===== config.mk =====
export PLATFORM = sky130hd
export DESIGN_NAME = vga_sig_gen_param
export DESIGN_NICKNAME = d
export VERILOG_FILES = /design/src/rtl/vga_pkg.sv /design/src/rtl/vga_axis_timer.sv /design/src/rtl/vga_sig_gen_param.sv
export SDC_FILE = /design/constraint.sdc
export NUM_CORES = 1
export LEC_CHECK = 0
export CAP_MARGIN = 20
export CORE_UTILIZATION = 48
export CTS_CLUSTER_SIZE = 14
export DETAILED_ROUTE_END_ITERATION = 12
export GPL_TIMING_DRIVEN = 0
export HOLD_SLACK_MARGIN = 0.06
export PLACE_DENSITY = 0.79
export REMOVE_ABC_BUFFERS = 1
export SYNTH_ARGS = -nofsm -noshare
export SYNTH_HDL_FRONTEND = slang
export SYNTH_SLANG_ARGS = --single-unit
export TNS_END_PERCENT = 20

===== constraint.sdc =====
create_clock -name CLK -period 2.65 [get_ports CLK]
set_input_delay 0.3975 -clock CLK [delete_from_list [all_inputs] [get_ports CLK]]
set_output_delay 0.3975 -clock CLK [all_outputs]
set_load 0.05 [all_outputs]

===== src/rtl/vga_pkg.sv =====
`default_nettype none
// ============================================================================
// Package  : vga_pkg
// Brief    : Default 640x480@60 timing, colour-mode encodings and the shared
//            sync/active region decode used by both axis timers.
// Revision : 1.0 - initial release
// ============================================================================
package vga_pkg;

    localparam int C_H_PW   = 96;
    localparam int C_H_BP   = 48;
    localparam int C_H_DISP = 640;
    localparam int C_H_FP   = 16;
    localparam int C_H_TOT  = C_H_PW + C_H_BP + C_H_DISP + C_H_FP;

    localparam int C_V_PW   = 2;
    localparam int C_V_BP   = 29;
    localparam int C_V_DISP = 480;
    localparam int C_V_FP   = 10;
    localparam int C_V_TOT  = C_V_PW + C_V_BP + C_V_DISP + C_V_FP;

    localparam logic MODE_MONO   = 1'b0;
    localparam logic MODE_DIRECT = 1'b1;

    // Regions are half-open and start at count 0: [0,pw) sync, [pw+bp, pw+bp+disp) active.
    function automatic logic [1:0] region_flags(
        input int count,
        input int pw,
        input int bp,
        input int disp
    );
        logic w_sync;
        logic w_active;
        w_sync   = (count < pw);
        w_active = (count >= pw + bp) && (count < pw + bp + disp);
        return {w_sync, w_active};
    endfunction

endpackage
`default_nettype wire


===== src/rtl/vga_axis_timer.sv =====
`default_nettype none
// ============================================================================
// Module   : vga_axis_timer
// Brief    : Enable-gated wrapping counter for one display axis, with sync and
//            active region flags and a wrap pulse for cascading.
// Revision : 1.0 - initial release
// ============================================================================
module vga_axis_timer
    import vga_pkg::*;
#(
    parameter int TOTAL = C_H_TOT,
    parameter int PW    = C_H_PW,
    parameter int BP    = C_H_BP,
    parameter int DISP  = C_H_DISP,
    parameter int CNT_W = 10
) (
    input  logic             clk,
    input  logic             rst_n,
    input  logic             i_en,
    output logic [CNT_W-1:0] o_count,
    output logic             o_sync,
    output logic             o_active,
    output logic             o_wrap
);

    localparam logic [CNT_W-1:0] c_LAST = CNT_W'(TOTAL - 1);

    logic [CNT_W-1:0] r_count;
    logic [1:0]       w_flags;
    logic             w_at_last;

    assign w_at_last = (r_count == c_LAST);

    always_ff @(posedge clk) begin
        if (!rst_n) begin
            r_count <= '0;
        end else if (i_en) begin
            r_count <= w_at_last ? '0 : r_count + 1'b1;
        end
    end

    // Combinational so the next axis advances on the same edge this one wraps.
    assign o_wrap   = i_en & w_at_last;
    assign w_flags  = region_flags(32'(r_count), PW, BP, DISP);
    assign o_sync   = w_flags[1];
    assign o_active = w_flags[0];
    assign o_count  = r_count;

endmodule
`default_nettype wire


===== src/rtl/vga_sig_gen_param.sv =====
`default_nettype none
// ============================================================================
// Module   : vga_sig_gen_param
// Brief    : Parametrised VGA timing generator with a two-stage pixel pipeline
//            between the frame-buffer read port and the VGA pins.
// Revision : 1.0 - initial release
// ============================================================================
module vga_sig_gen_param
    import vga_pkg::*;
#(
    parameter int   CLK_DIV     = 4,
    parameter int   H_PW        = C_H_PW,
    parameter int   H_BP        = C_H_BP,
    parameter int   H_DISP      = C_H_DISP,
    parameter int   H_FP        = C_H_FP,
    parameter int   V_PW        = C_V_PW,
    parameter int   V_BP        = C_V_BP,
    parameter int   V_DISP      = C_V_DISP,
    parameter int   V_FP        = C_V_FP,
    parameter logic HS_POL      = 1'b0,
    parameter logic VS_POL      = 1'b0,
    parameter int   COORD_W     = 10,
    parameter int   SCALE_SHIFT = 2,
    parameter int   ADDR_X_W    = 8,
    parameter int   ADDR_Y_W    = 7
) (
    input  logic                         CLK,
    input  logic                         RESET,
    input  logic                         MODE,
    input  logic [15:0]                  CONFIG_COLOURS,
    input  logic [7:0]                   VGA_DATA,
    output logic                         PIX_EN,
    output logic [ADDR_Y_W+ADDR_X_W-1:0] VGA_ADDR,
    output logic [COORD_W-1:0]           ADDRH,
    output logic [COORD_W-1:0]           ADDRV,
    output logic                         VGA_HS,
    output logic                         VGA_VS,
    output logic                         DE,
    output logic [7:0]                   VGA_COLOUR,
    output logic                         FRAME_START
);

    localparam int c_H_TOT   = H_PW + H_BP + H_DISP + H_FP;
    localparam int c_V_TOT   = V_PW + V_BP + V_DISP + V_FP;
    localparam int c_MAX_TOT = (c_H_TOT > c_V_TOT) ? c_H_TOT : c_V_TOT;
    localparam int c_CNT_W   = (c_MAX_TOT > 1) ? $clog2(c_MAX_TOT) : 1;
    localparam int c_A_W     = ADDR_Y_W + ADDR_X_W;

    localparam logic [c_CNT_W-1:0] c_H_OFF = c_CNT_W'(H_PW + H_BP);
    localparam logic [c_CNT_W-1:0] c_V_OFF = c_CNT_W'(V_PW + V_BP);

    logic               w_pix_en;
    logic [c_CNT_W-1:0] w_hc;
    logic [c_CNT_W-1:0] w_vc;
    logic               w_hsync;
    logic               w_vsync;
    logic               w_hact;
    logic               w_vact;
    logic               w_act;
    logic               w_h_wrap;
    logic               w_v_wrap;

    logic [COORD_W-1:0] w_addrh_next;
    logic [COORD_W-1:0] w_addrv_next;
    logic [c_A_W-1:0]   w_vga_addr_next;
    logic [7:0]         w_mono_colour;
    logic [7:0]         w_colour_next;

    logic               r_hs1;
    logic               r_vs1;
    logic               r_de1;
    logic [COORD_W-1:0] r_addrh;
    logic [COORD_W-1:0] r_addrv;
    logic [c_A_W-1:0]   r_vga_addr;

    logic               r_hs;
    logic               r_vs;
    logic               r_de;
    logic [7:0]         r_colour;

    // ------------------------------------------------------------------------
    // Pixel-rate divider
    // ------------------------------------------------------------------------
    generate
        if (CLK_DIV > 1) begin : g_div
            localparam int                 c_DIV_W    = $clog2(CLK_DIV);
            localparam logic [c_DIV_W-1:0] c_DIV_LAST = c_DIV_W'(CLK_DIV - 1);

            logic [c_DIV_W-1:0] r_div;

            always_ff @(posedge CLK) begin
                if (!RESET) begin
                    r_div <= '0;
                end else if (w_pix_en) begin
                    r_div <= '0;
                end else begin
                    r_div <= r_div + 1'b1;
                end
            end

            assign w_pix_en = (r_div == c_DIV_LAST);
        end else begin : g_div_bypass
            assign w_pix_en = 1'b1;
        end
    endgenerate

    // ------------------------------------------------------------------------
    // Horizontal and vertical position counters
    // ------------------------------------------------------------------------
    vga_axis_timer #(
        .TOTAL (c_H_TOT),
        .PW    (H_PW),
        .BP    (H_BP),
        .DISP  (H_DISP),
        .CNT_W (c_CNT_W)
    ) u_h_timer (
        .clk      (CLK),
        .rst_n    (RESET),
        .i_en     (w_pix_en),
        .o_count  (w_hc),
        .o_sync   (w_hsync),
        .o_active (w_hact),
        .o_wrap   (w_h_wrap)
    );

    vga_axis_timer #(
        .TOTAL (c_V_TOT),
        .PW    (V_PW),
        .BP    (V_BP),
        .DISP  (V_DISP),
        .CNT_W (c_CNT_W)
    ) u_v_timer (
        .clk      (CLK),
        .rst_n    (RESET),
        .i_en     (w_h_wrap),
        .o_count  (w_vc),
        .o_sync   (w_vsync),
        .o_active (w_vact),
        .o_wrap   (w_v_wrap)
    );

    // ------------------------------------------------------------------------
    // Stage 1: coordinates, frame-buffer address and region flags
    // ------------------------------------------------------------------------
    assign w_act        = w_hact & w_vact;
    assign w_addrh_next = w_act ? COORD_W'(w_hc - c_H_OFF) : '0;
    assign w_addrv_next = w_act ? COORD_W'(w_vc - c_V_OFF) : '0;

    // Drop the scale bits so each frame-buffer cell covers 2^SCALE_SHIFT pixels per axis.
    assign w_vga_addr_next = {ADDR_Y_W'(w_addrv_next >> SCALE_SHIFT),
                              ADDR_X_W'(w_addrh_next >> SCALE_SHIFT)};

    always_ff @(posedge CLK) begin
        if (!RESET) begin
            r_hs1      <= 1'b0;
            r_vs1      <= 1'b0;
            r_de1      <= 1'b0;
            r_addrh    <= '0;
            r_addrv    <= '0;
            r_vga_addr <= '0;
        end else if (w_pix_en) begin
            r_hs1      <= w_hsync;
            r_vs1      <= w_vsync;
            r_de1      <= w_act;
            r_addrh    <= w_addrh_next;
            r_addrv    <= w_addrv_next;
            r_vga_addr <= w_vga_addr_next;
        end
    end

    // ------------------------------------------------------------------------
    // Stage 2: pin-level sync, data enable and colour
    // ------------------------------------------------------------------------
    assign w_mono_colour = VGA_DATA[0] ? CONFIG_COLOURS[15:8] : CONFIG_COLOURS[7:0];
    assign w_colour_next = !r_de1                ? 8'h00    :
                           (MODE == MODE_DIRECT) ? VGA_DATA : w_mono_colour;

    always_ff @(posedge CLK) begin
        if (!RESET) begin
            r_hs     <= ~HS_POL;
            r_vs     <= ~VS_POL;
            r_de     <= 1'b0;
            r_colour <= 8'h00;
        end else if (w_pix_en) begin
            r_hs     <= r_hs1 ? HS_POL : ~HS_POL;
            r_vs     <= r_vs1 ? VS_POL : ~VS_POL;
            r_de     <= r_de1;
            r_colour <= w_colour_next;
        end
    end

    assign PIX_EN      = w_pix_en;
    assign FRAME_START = w_v_wrap;
    assign VGA_ADDR    = r_vga_addr;
    assign ADDRH       = r_addrh;
    assign ADDRV       = r_addrv;
    assign VGA_HS      = r_hs;
    assign VGA_VS      = r_vs;
    assign DE          = r_de;
    assign VGA_COLOUR  = r_colour;

endmodule
`default_nettype wire


==> impl_metrics.tcl, run 1 <==
set metrics [dict create \
    peakVddDrop_uv 195.3 \
    synth.distinct_cells 45 \
    end_kind "output pin" \
    synth_common_cells "56 x dfxtp_1, 55 x nand2_1, 25 x o21ai_0" \
    tightest_slew_ns 1.041 \
    fp.dieH_um 79.35 \
    vias_per_cell 5.297 \
    critPathArrivalTime_ns 2.10 \
    nNetsFinal 413 \
    diodes 0 \
    antenna_found_initial 0 \
    synth.area.mux_share_pct 2.440 \
    yosys_most_used_dff "dfxtp_1" \
    ys_warn_count 0 \
    path_cells "ha_1 > nand4b_4 > or3_4 > nor2_1 > buf_2" \
    fill_cells 494 \
    cts_setup_buffers 0 \
    final_hold_viol_count 0 \
    p_leak_nw 1.269 \
    max-slew-margin-rel_pct 30.38 \
    yosys_register_bits 56 \
    fin_crit_sh_pct 94.20 \
    yosysTopAreaCell "dfxtp_1" \
    die-area_um2 6296 \
    grt_pass1_vias 2098 \
    synthMostInstantiatedCell "dfxtp_1" \
    fmax_ghz 0.4006 \
    synth_top_family_by_area "simple AND/OR/NAND/NOR gates" \
    synth_area_um2 2872 \
    drt_first_pass_iters 4 \
    overflow 0 \
    start_util_pct 50.90 \
    criticalPathCategory "reg -> out" \
    wl_mm 5.975 \
    place.gp.congestion 0.8724 \
    cp_slowest_cell "dfxtp_1" \
    dp_hpwl_mm 4.215 \
    ys_seq_area_share_pct 39.04 \
    clk_pin_slew_ns 0.10 \
    root_buffer "clkbuf_8" \
    syn_avg_cell_area_um2 8.572 \
    startpoint_type "flop" \
    pwr_density_cell_nw_per_um2 440.4 \
    post-route-min-period_ns 2.496 \
    critPathMaxStageDelay_ns 0.48 \
    port_buffers 74 \
    cts_buffers 5 \
    rsz0062_at_grt "false" \
    clock_sinks 56 \
    power_mw 1.569 \
    pre_cts_slack_ns -0.5107 \
    setup_ws_ns 0.1538 \
    ios 75 \
    synthToLayoutAreaGrowth_pct 24.05 \
    grt_pass1_wl_mm 9.701 \
    maxCapViolCount 0 \
    synth_area_leaders "dfxtp_1 39%, nand2_1 7.2%, xnor2_1 4.9%" \
    cts_tree "done" \
    async_flop_share_pct 0 \
    cp.required_ns 2.25 \
    wl_per_cell_um 13.25 \
    drt_iter0_drc 165 \
    synthesis.instances 335 \
    rows 27 \
    worstPathMaxFanout 11 \
    synth-simple-area-share_pct 20.87 \
    holdCritPathClass "reg -> reg" \
    synth-compound-area-share_pct 16.08 \
    vias 2389 \
    synth_top_area_share_pct 39.04 \
    die_width_um 79.35 \
    synthAdderAreaFrac_pct 3.486 \
    skew_ns 0.003988 \
    drive_gt1_share_pct 7.652 \
    grt_max_degree 23 \
    synth_edf_count 0 \
    grtUsageTotal_pct 19.51 \
    clockBufferDepth 2 \
    slew_viol_final 0 \
    ant_nets 0 \
    fp.coreArea_um2 5642 \
    status "completed" \
    setup_viol 0 \
    clk_latency_ns 0.31 \
    drc 0 \
    synthXorXnorAreaFrac_pct 6.100 \
    htree_levels 2 \
]
power breakdown:
part / total (mW) / internal (mW) / switching (mW)
sequential: 0.855 / 0.849 / 0.00639
combinational: 0.111 / 0.0563 / 0.0550
clock: 0.602 / 0.334 / 0.269
total: 1.57 / 1.24 / 0.330
cell usage in the layout (no fill, tap or decap), types with 2 or more instances in the layout:
cell type / count
clkbuf_8: 7
a221oi_2: 2
o21ai_0: 25
clkdlybuf4s50_1: 73
nor3_1: 7
or3_1: 3
nor2_1: 20
a22oi_1: 7
nand4_1: 6
o32ai_1: 2
inv_1: 14
a41oi_1: 2
a21oi_1: 16
nor4_1: 4
o21ai_2: 9
nand4b_1: 2
nand2_1: 55
ha_1: 7
xor2_1: 4
nand3b_1: 2
dfxtp_1: 56
mux2i_1: 7
nand2b_1: 2
xnor2_1: 16
and3_1: 2
nand3_1: 7
and4_1: 2
metrics by stage:
| step | instances | hold WS, ns | cell area (µm²) | setup TNS (ns) | util (%) |
|---|---|---|---|---|---|
| after CTS | 451 | 0.4634 | 3558 | 0 | 63.07 |
| after global placement | 443 | 0.4129 | 3411 | -12.36 | 60.46 |
| final | 451 | 0.4601 | 3562 | 0 | 63.14 |
| after floorplan | 297 | 0.4043 | 2580 | -0.2460 | - |
| after global routing | 451 | 0.4784 | 3562 | 0 | 63.14 |
| after detailed placement | 443 | 0.4215 | 3413 | -2.826 | 60.50 |
sequential cells by signal (all words and copies together) (netlist names):
| name | flops |
|---|---|
| g_div.r_div | 2 |
| r_de1 | 1 |
| ADDRH | 9 |
| u_h_timer.o_count | 10 |
| VGA_ADDR | 1 |
| r_hs1 | 1 |
| VGA_COLOUR | 8 |
| ADDRV | 10 |
| VGA_VS | 1 |
| VGA_HS | 1 |
| u_v_timer.o_count | 10 |
| r_vs1 | 1 |
| DE | 1 |
worst paths after layout:
check,slack (ns),depth (start not counted),from,to
max reg2reg,0.28,5,u_h_timer.o_count[4]$_SDFFE_PN0P_,ADDRH[7]$_SDFFE_PN0P_
max,0.15,5,u_h_timer.o_count[4]$_SDFFE_PN0P_,FRAME_START
min,0.46,2,VGA_COLOUR[0]$_SDFFE_PN0P_,VGA_COLOUR[0]$_SDFFE_PN0P_
min reg2reg,0.46,2,VGA_COLOUR[0]$_SDFFE_PN0P_,VGA_COLOUR[0]$_SDFFE_PN0P_
repair_timing:
item,CTS,global route
setup endpoints to repair,1,11
pin swaps,0,0
gates resized for setup,6,4
endpoints found under the hold margin,0,0
hold buffers,0,0
kinds of logic (layout without fill, tap and decap cells):
logic type                 count (synthesis)  count (layout)
buffers and inverters                     52              96
DFF                                       56              56
and+or+nand+nor                          122             122
adders and majority gates                  8               8
xor gates and xnor gates                  20              20
muxes                                      7               7
AOI/OAI and AO/OA                         70              70
layer usage:
| layer | global-route usage [%] | part of all wire (%) |
|---|---|---|
| met3 | 6.437 | 7.6 |
| met4 | 5.091 | 1.2 |
| met1 | 24.56 | 44 |
| met5 | 0 | 0 |
| met2 | 31.90 | 47 |
area by class of cell:
cell class / count / area, µm² / share of cell area [%]
timing repair buffer: 74 / 735.7 / 20.65
tap: 72 / 90.09 / 2.529
clock buffer: 7 / 96.34 / 2.705
inverter: 14 / 52.55 / 1.475
sequential: 56 / 1121 / 31.47
multi-input combinational: 227 / 1436 / 40.32
clock inverter: 1 / 30.03 / 0.8430
worst max-delay path, delay by kind of cell (launching register included):
family / cells / cell delay (ns)
DFF: 1 / 0.48
buffers and inverters: 1 / 0.28
adders and majority gates: 1 / 0.28
and+or+nand+nor: 3 / 0.74
Power figures use the tool's default switching activity.
==> inputs of run 2 (changes only) <==
CORE_MARGIN = 3   (was not set)
MAX_ROUTING_LAYER = met4   (was not set)
SYNTH_HIERARCHICAL = 1   (was not set)
==> impl_metrics.tcl, run 2 <==
set metrics [dict create \
    status "completed" \
    cp.required_ns 2.25 \
    fp.dieH_um 83.09 \
    grt_pass1_wl_mm 10.98 \
    synth_area_leaders "dfxtp_1 39%, buf_4 3.9%, nand2b_1 3.5%" \
    r2r_cells 7 \
    clk_latency_ns 0.31 \
    fmax_ghz 0.4022 \
    p_leak_nw 1.252 \
    final_hold_viol_count 0 \
    pwr_density_cell_nw_per_um2 411.6 \
    hold_depth 2 \
    start_util_pct 50.57 \
    r2r_end "VGA_ADDR[7]$_SDFFE_PN0P_" \
    placed_cell_area_um2 3506 \
    root_buffer "clkbuf_8" \
    holdPathEnd "r_de1$_SDFFE_PN0P_" \
    critPathArrivalTime_ns 2.09 \
    hold_buffers 0 \
    rows 27 \
    synth_top_area_share_pct 39.30 \
    stdcell_area_um2 3686 \
    startpoint_type "flop" \
    yosys_most_used_dff "dfxtp_1" \
    pwr-share-comb_pct 7.5 \
    fin_tns_setup_ns 0 \
    power.switching_mw 0.3222 \
    place.gp.congestion 0.8191 \
    drc 0 \
    htree_levels 2 \
    fill_cells 462 \
    cts_buffers 5 \
    yosys_register_bits 56 \
    cts_tree "done" \
    grt_max_degree 29 \
    final_common_cell "clkdlybuf4s50_1" \
    port_buffers 74 \
    tightest_slew_ns 0.9505 \
    holdCritPathClass "reg -> reg" \
    synth_common_cells "56 x dfxtp_1, 26 x nand2_1, 18 x o21ai_0" \
    synth.area.mux_share_pct 4.167 \
    die-area_um2 6904 \
    dp_hpwl_mm 4.212 \
    async_flop_share_pct 0 \
    post-route-min-period_ns 2.486 \
    overflow 0 \
    worstPathMaxFanout 15 \
    seqPwrFrac_pct 56.4 \
    criticalPathCategory "reg -> out" \
    synthXorXnorAreaFrac_pct 3.684 \
    power_mw 1.517 \
    slew_viol_final 0 \
    vias_per_cell 5.595 \
    synth_edf_count 0 \
    ios 75 \
    peakVddDrop_uv 225.9 \
    clockBufferDepth 2 \
    pwr-share-clk_pct 36.1 \
    syn_avg_cell_area_um2 8.999 \
    ys_seq_area_share_pct 39.30 \
    worstSetupStartpoint "g_div.r_div[0]$_SDFF_PP0_" \
    ant_nets 0 \
    rsz0062_at_grt "false" \
    clock_sinks 56 \
    synthesis.instances 317 \
    final_cell_count_no_fill 447 \
    r2r_start "u_h_timer/o_count[5]$_SDFFE_PN0P_" \
    synthAdderAreaFrac_pct 3.070 \
    grt_pass1_vias 2409 \
    synth.distinct_cells 49 \
    die_width_um 83.09 \
    drt_iter0_drc 134 \
    nNetsFinal 408 \
    vias 2501 \
    synth_area_um2 2853 \
    min_from "r_de1$_SDFFE_PN0P_" \
    setup_viol 0 \
    maxCapViolCount 0 \
    synthToLayoutAreaGrowth_pct 29.21 \
    antenna_found_initial 0 \
    synth-simple-area-share_pct 23.16 \
    diodes 0 \
    fin_crit_sh_pct 93.82 \
    grtUsageTotal_pct 19.30 \
    p_sw_share_pct 21.24 \
    ys_warn_count 6 \
    clk_pin_slew_ns 0.10 \
    fp.coreArea_um2 5642 \
    wl_per_cell_um 14.45 \
    layout_common_cells "73 x clkdlybuf4s50_1, 55 x dfxtp_1, 26 x nand2_1, 18 x o21ai_0, 16 x nand2b_1" \
    whs_ns 0.4511 \
    yosysTopAreaCell "dfxtp_1" \
    post-place-cells 432 \
    synth_top_family_by_area "simple AND/OR/NAND/NOR gates" \
    max-slew-margin-rel_pct 36.44 \
    drive_gt1_share_pct 9.600 \
    synthMostInstantiatedCell "dfxtp_1" \
    ff2ff_setup_slack_ns 0.28 \
    internal_power_mw 1.195 \
    synth-compound-area-share_pct 19.25 \
    end_kind "output pin" \
    drt_first_pass_iters 5 \
    wl_mm 6.459 \
    skew_ns 0.008491 \
]
run 2: cell types whose count changed in the layout (fill, tap and decap cells not counted), sizes merged, moves of 8 or more:
cell | previous run | this run
o31ai | 0 | 8
nor2 | 21 | 8
nand2b | 2 | 16
a21boi | 0 | 11
o21ai | 34 | 18
nand2 | 55 | 26
or4 | 0 | 8
xnor2 | 16 | 6
o211ai | 1 | 10
run 2: what timing repair did:
action / 4_1_cts / 5_1_grt
setup buffers: 6 / 1
resized for setup: 9 / 1
pin swaps: 4 / 1
setup endpoints to repair: 13 / 1
run 2: power groups by stage:
stage / sequential, mW / combinational, mW / clock, mW
after floorplan: 0.872 / 0.0474 / 0
after global placement: 0.872 / 0.106 / 0
after CTS: 0.856 / 0.113 / 0.560
after global routing: 0.857 / 0.125 / 0.591
final: 0.856 / 0.114 / 0.547
after detailed placement: 0.873 / 0.108 / 0
run 2: cell type report:
class                   count  area (µm²)  area share, %
flip-flops and latches     56        1122          30.45
well taps                  72       90.09          2.444
inverters                   8       30.03         0.8147
repair buffers             81       788.3          21.38
clock buffers               6       72.57          1.969
multi-input cells         222        1548          41.99
clock inverters             2       35.03         0.9504
run 2: worst max-delay path by stage:
stage          slack (ns)                    end
2_1_floorplan       -0.94            FRAME_START
3_3_place_gp        -1.45            FRAME_START
3_5_place_dp        -1.46            FRAME_START
4_1_cts              0.11            FRAME_START
5_1_grt              0.02  ADDRV[8]$_SDFFE_PN0P_
6_report             0.16            FRAME_START
run 2: metrics by stage:
stage	utilization, %	setup slack [ns]
3_3_place_gp	62.10	-1.445
3_5_place_dp	62.14	-1.464
2_1_floorplan	-	-0.9427
5_1_grt	65.34	0.02254
4_1_cts	65.18	0.1053
6_report	65.34	0.1637
run 2: logic make-up (layout without fill, tap and decap cells):
| kind of cell | count (synthesis) | count (layout) |
|---|---|---|
| DFF | 56 | 56 |
| AOI/OAI and AO/OA | 76 | 76 |
| buffers and inverters | 39 | 97 |
| xor gates and xnor gates | 12 | 12 |
| muxes | 11 | 11 |
| and+or+nand+nor | 116 | 116 |
| adders and majority gates | 7 | 7 |
run 2: per-layer routing:
layer | routed length (µm) | track usage (%)
met2 | 3157 | 33.89
met3 | 350 | 4.067
met4 | 50 | 4.160
met5 | 0 | -
met1 | 2900 | 22.71
run 2: worst max-delay path: stages (launching register included):
cell	delay (ns)
dfxtp_1	0.41
ha_4	0.28
nand4_1	0.20
nor3_4	0.28
nand4_1	0.19
nor2_1	0.15
buf_2	0.28
==> inputs of run 3 (changes only) <==
CTS_BUF_LIST = sky130_fd_sc_hd__clkbuf_2 sky130_fd_sc_hd__clkbuf_4 sky130_fd_sc_hd__clkbuf_8   (was not set)
SETUP_SLACK_MARGIN = 0.1   (was not set)
==> impl_metrics.tcl, run 3 (synthesis results as in run 2) <==
set metrics [dict create \
    status "completed" \
    antenna_found_initial 0 \
    criticalPathCategory "reg -> out" \
    final_common_cell "clkdlybuf4s50_1" \
    maxCapViolCount 0 \
    drc 0 \
    ant_nets 0 \
    cts_buffers 5 \
    nNetsFinal 408 \
    wl_per_cell_um 14.57 \
    drt_iter0_drc 116 \
    fp.dieH_um 83.09 \
    fin_crit_sh_pct 94.18 \
    grt_max_degree 29 \
    vias_per_cell 5.606 \
    wl_mm 6.515 \
    post-route-min-period_ns 2.496 \
    rsz0062_at_grt "true" \
    grtUsageTotal_pct 19.32 \
    ios 75 \
    max-slew-margin-rel_pct 35.88 \
    fill_cells 460 \
    utilization_pct 65.49 \
    critPathArrivalTime_ns 2.10 \
    power_mw 1.534 \
    vias 2506 \
    grt_pass1_wl_mm 10.95 \
    drt_first_pass_iters 4 \
    start_util_pct 50.57 \
    holdCritPathClass "reg -> reg" \
    skew_ns 0.01043 \
    overflow 0 \
    diodes 0 \
    cts_tree "done" \
    root_buffer "clkbuf_8" \
    slew_viol_final 0 \
    startpoint_type "flop" \
    ff2ff_setup_slack_ns 0.28 \
    worstPathMaxFanout 15 \
    port_buffers 74 \
    layout_common_cells "73 x clkdlybuf4s50_1, 55 x dfxtp_1, 26 x nand2_1, 18 x o21ai_0, 16 x nand2b_1" \
    setup_viol 0 \
    clock_sinks 56 \
    die_width_um 83.09 \
    synthToLayoutAreaGrowth_pct 29.52 \
    fp.coreArea_um2 5642 \
    p_leak_nw 1.260 \
    grt_pass1_vias 2406 \
    htree_levels 2 \
    fmax_ghz 0.4007 \
    die-area_um2 6904 \
    rows 27 \
    final_hold_viol_count 0 \
    clk_latency_ns 0.31 \
    tightest_slew_ns 0.9587 \
    drive_gt1_share_pct 9.867 \
    seqCellArea_um2 1122 \
    cp.required_ns 2.25 \
    multi_input_area_um2 1553 \
    clk_pin_slew_ns 0.10 \
    pwr_density_cell_nw_per_um2 415.3 \
    clockBufferDepth 2 \
    peakVddDrop_uv 226.7 \
    place.gp.congestion 0.8191 \
    end_kind "output pin" \
    dp_hpwl_mm 4.212 \
]
run 3: cell types whose count changed in the layout (fill, tap and decap cells not counted):
cell,before,now
clkbuf_4,0,1
nor2b_4,0,1
nor2b_2,1,0
clkbuf_1,1,0
run 3: worst max-delay path, cell delays in order, from the launching register on:
cell	delay (ns)
dfxtp_1	0.41
ha_4	0.29
nand4_1	0.20
nor3_4	0.27
nand4_1	0.19
nor2_1	0.15
buf_2	0.28
run 3: cell type report:
cell class                 instances  area share [%]
clock buffer                       6           2.066
clock inverter                     2          0.9482
inverter                           8          0.8127
multi-input combinational        222           42.03
sequential                        56           30.38
tap                               72           2.438
timing repair buffer              81           21.33
run 3: worst paths after layout:
| kind | startpoint | cells after the start | endpoint |
|---|---|---|---|
| min | r_de1$_SDFFE_PN0P_ | 2 | r_de1$_SDFFE_PN0P_ |
| max | g_div.r_div[0]$_SDFF_PP0_ | 6 | FRAME_START |
| min reg2reg | r_de1$_SDFFE_PN0P_ | 2 | r_de1$_SDFFE_PN0P_ |
| max reg2reg | u_h_timer/o_count[5]$_SDFFE_PN0P_ | 7 | VGA_ADDR[7]$_SDFFE_PN0P_ |
run 3: power breakdown:
part,leakage [nW],internal (mW),switching (mW)
clock network,0.0586,0.291,0.272
logic,0.749,0.0665,0.0492
registers,0.452,0.848,0.00709
run 3: layer usage:
layer  vias to the layer above  part of all wire (%)  GRT usage (%)  routed length [µm]
li1                       1252                     -              -                   -
met1                      1167                    44          22.58                2884
met2                        83                    49          33.89                3204
met3                         4                   5.7          4.067                 373
met4                         0                  0.81          4.606                  53
met5                         -                     0              -                   0
run 3: per-stage QoR:
step           setup TNS (ns)  setup slack, ns  instances  hold slack [ns]  cell area, µm²
6_report                    0           0.1542        447           0.4519            3695
3_3_place_gp           -19.12           -1.445        432           0.4076            3503
2_1_floorplan          -5.382          -0.9427        286           0.3984            2673
5_1_grt                     0          0.03072        447           0.4938            3695
3_5_place_dp           -11.45           -1.464        432           0.4209            3506
4_1_cts                     0           0.1072        446           0.4566            3681
run 3: timing repair:
item                                    in CTS  in global routing
hold buffers                                 0                  0
setup buffers                                6                  1
endpoints found under the setup margin      15                 11
resized for setup                            9                  2
pin swaps                                    4                  1
endpoints found under the hold margin        0                  0
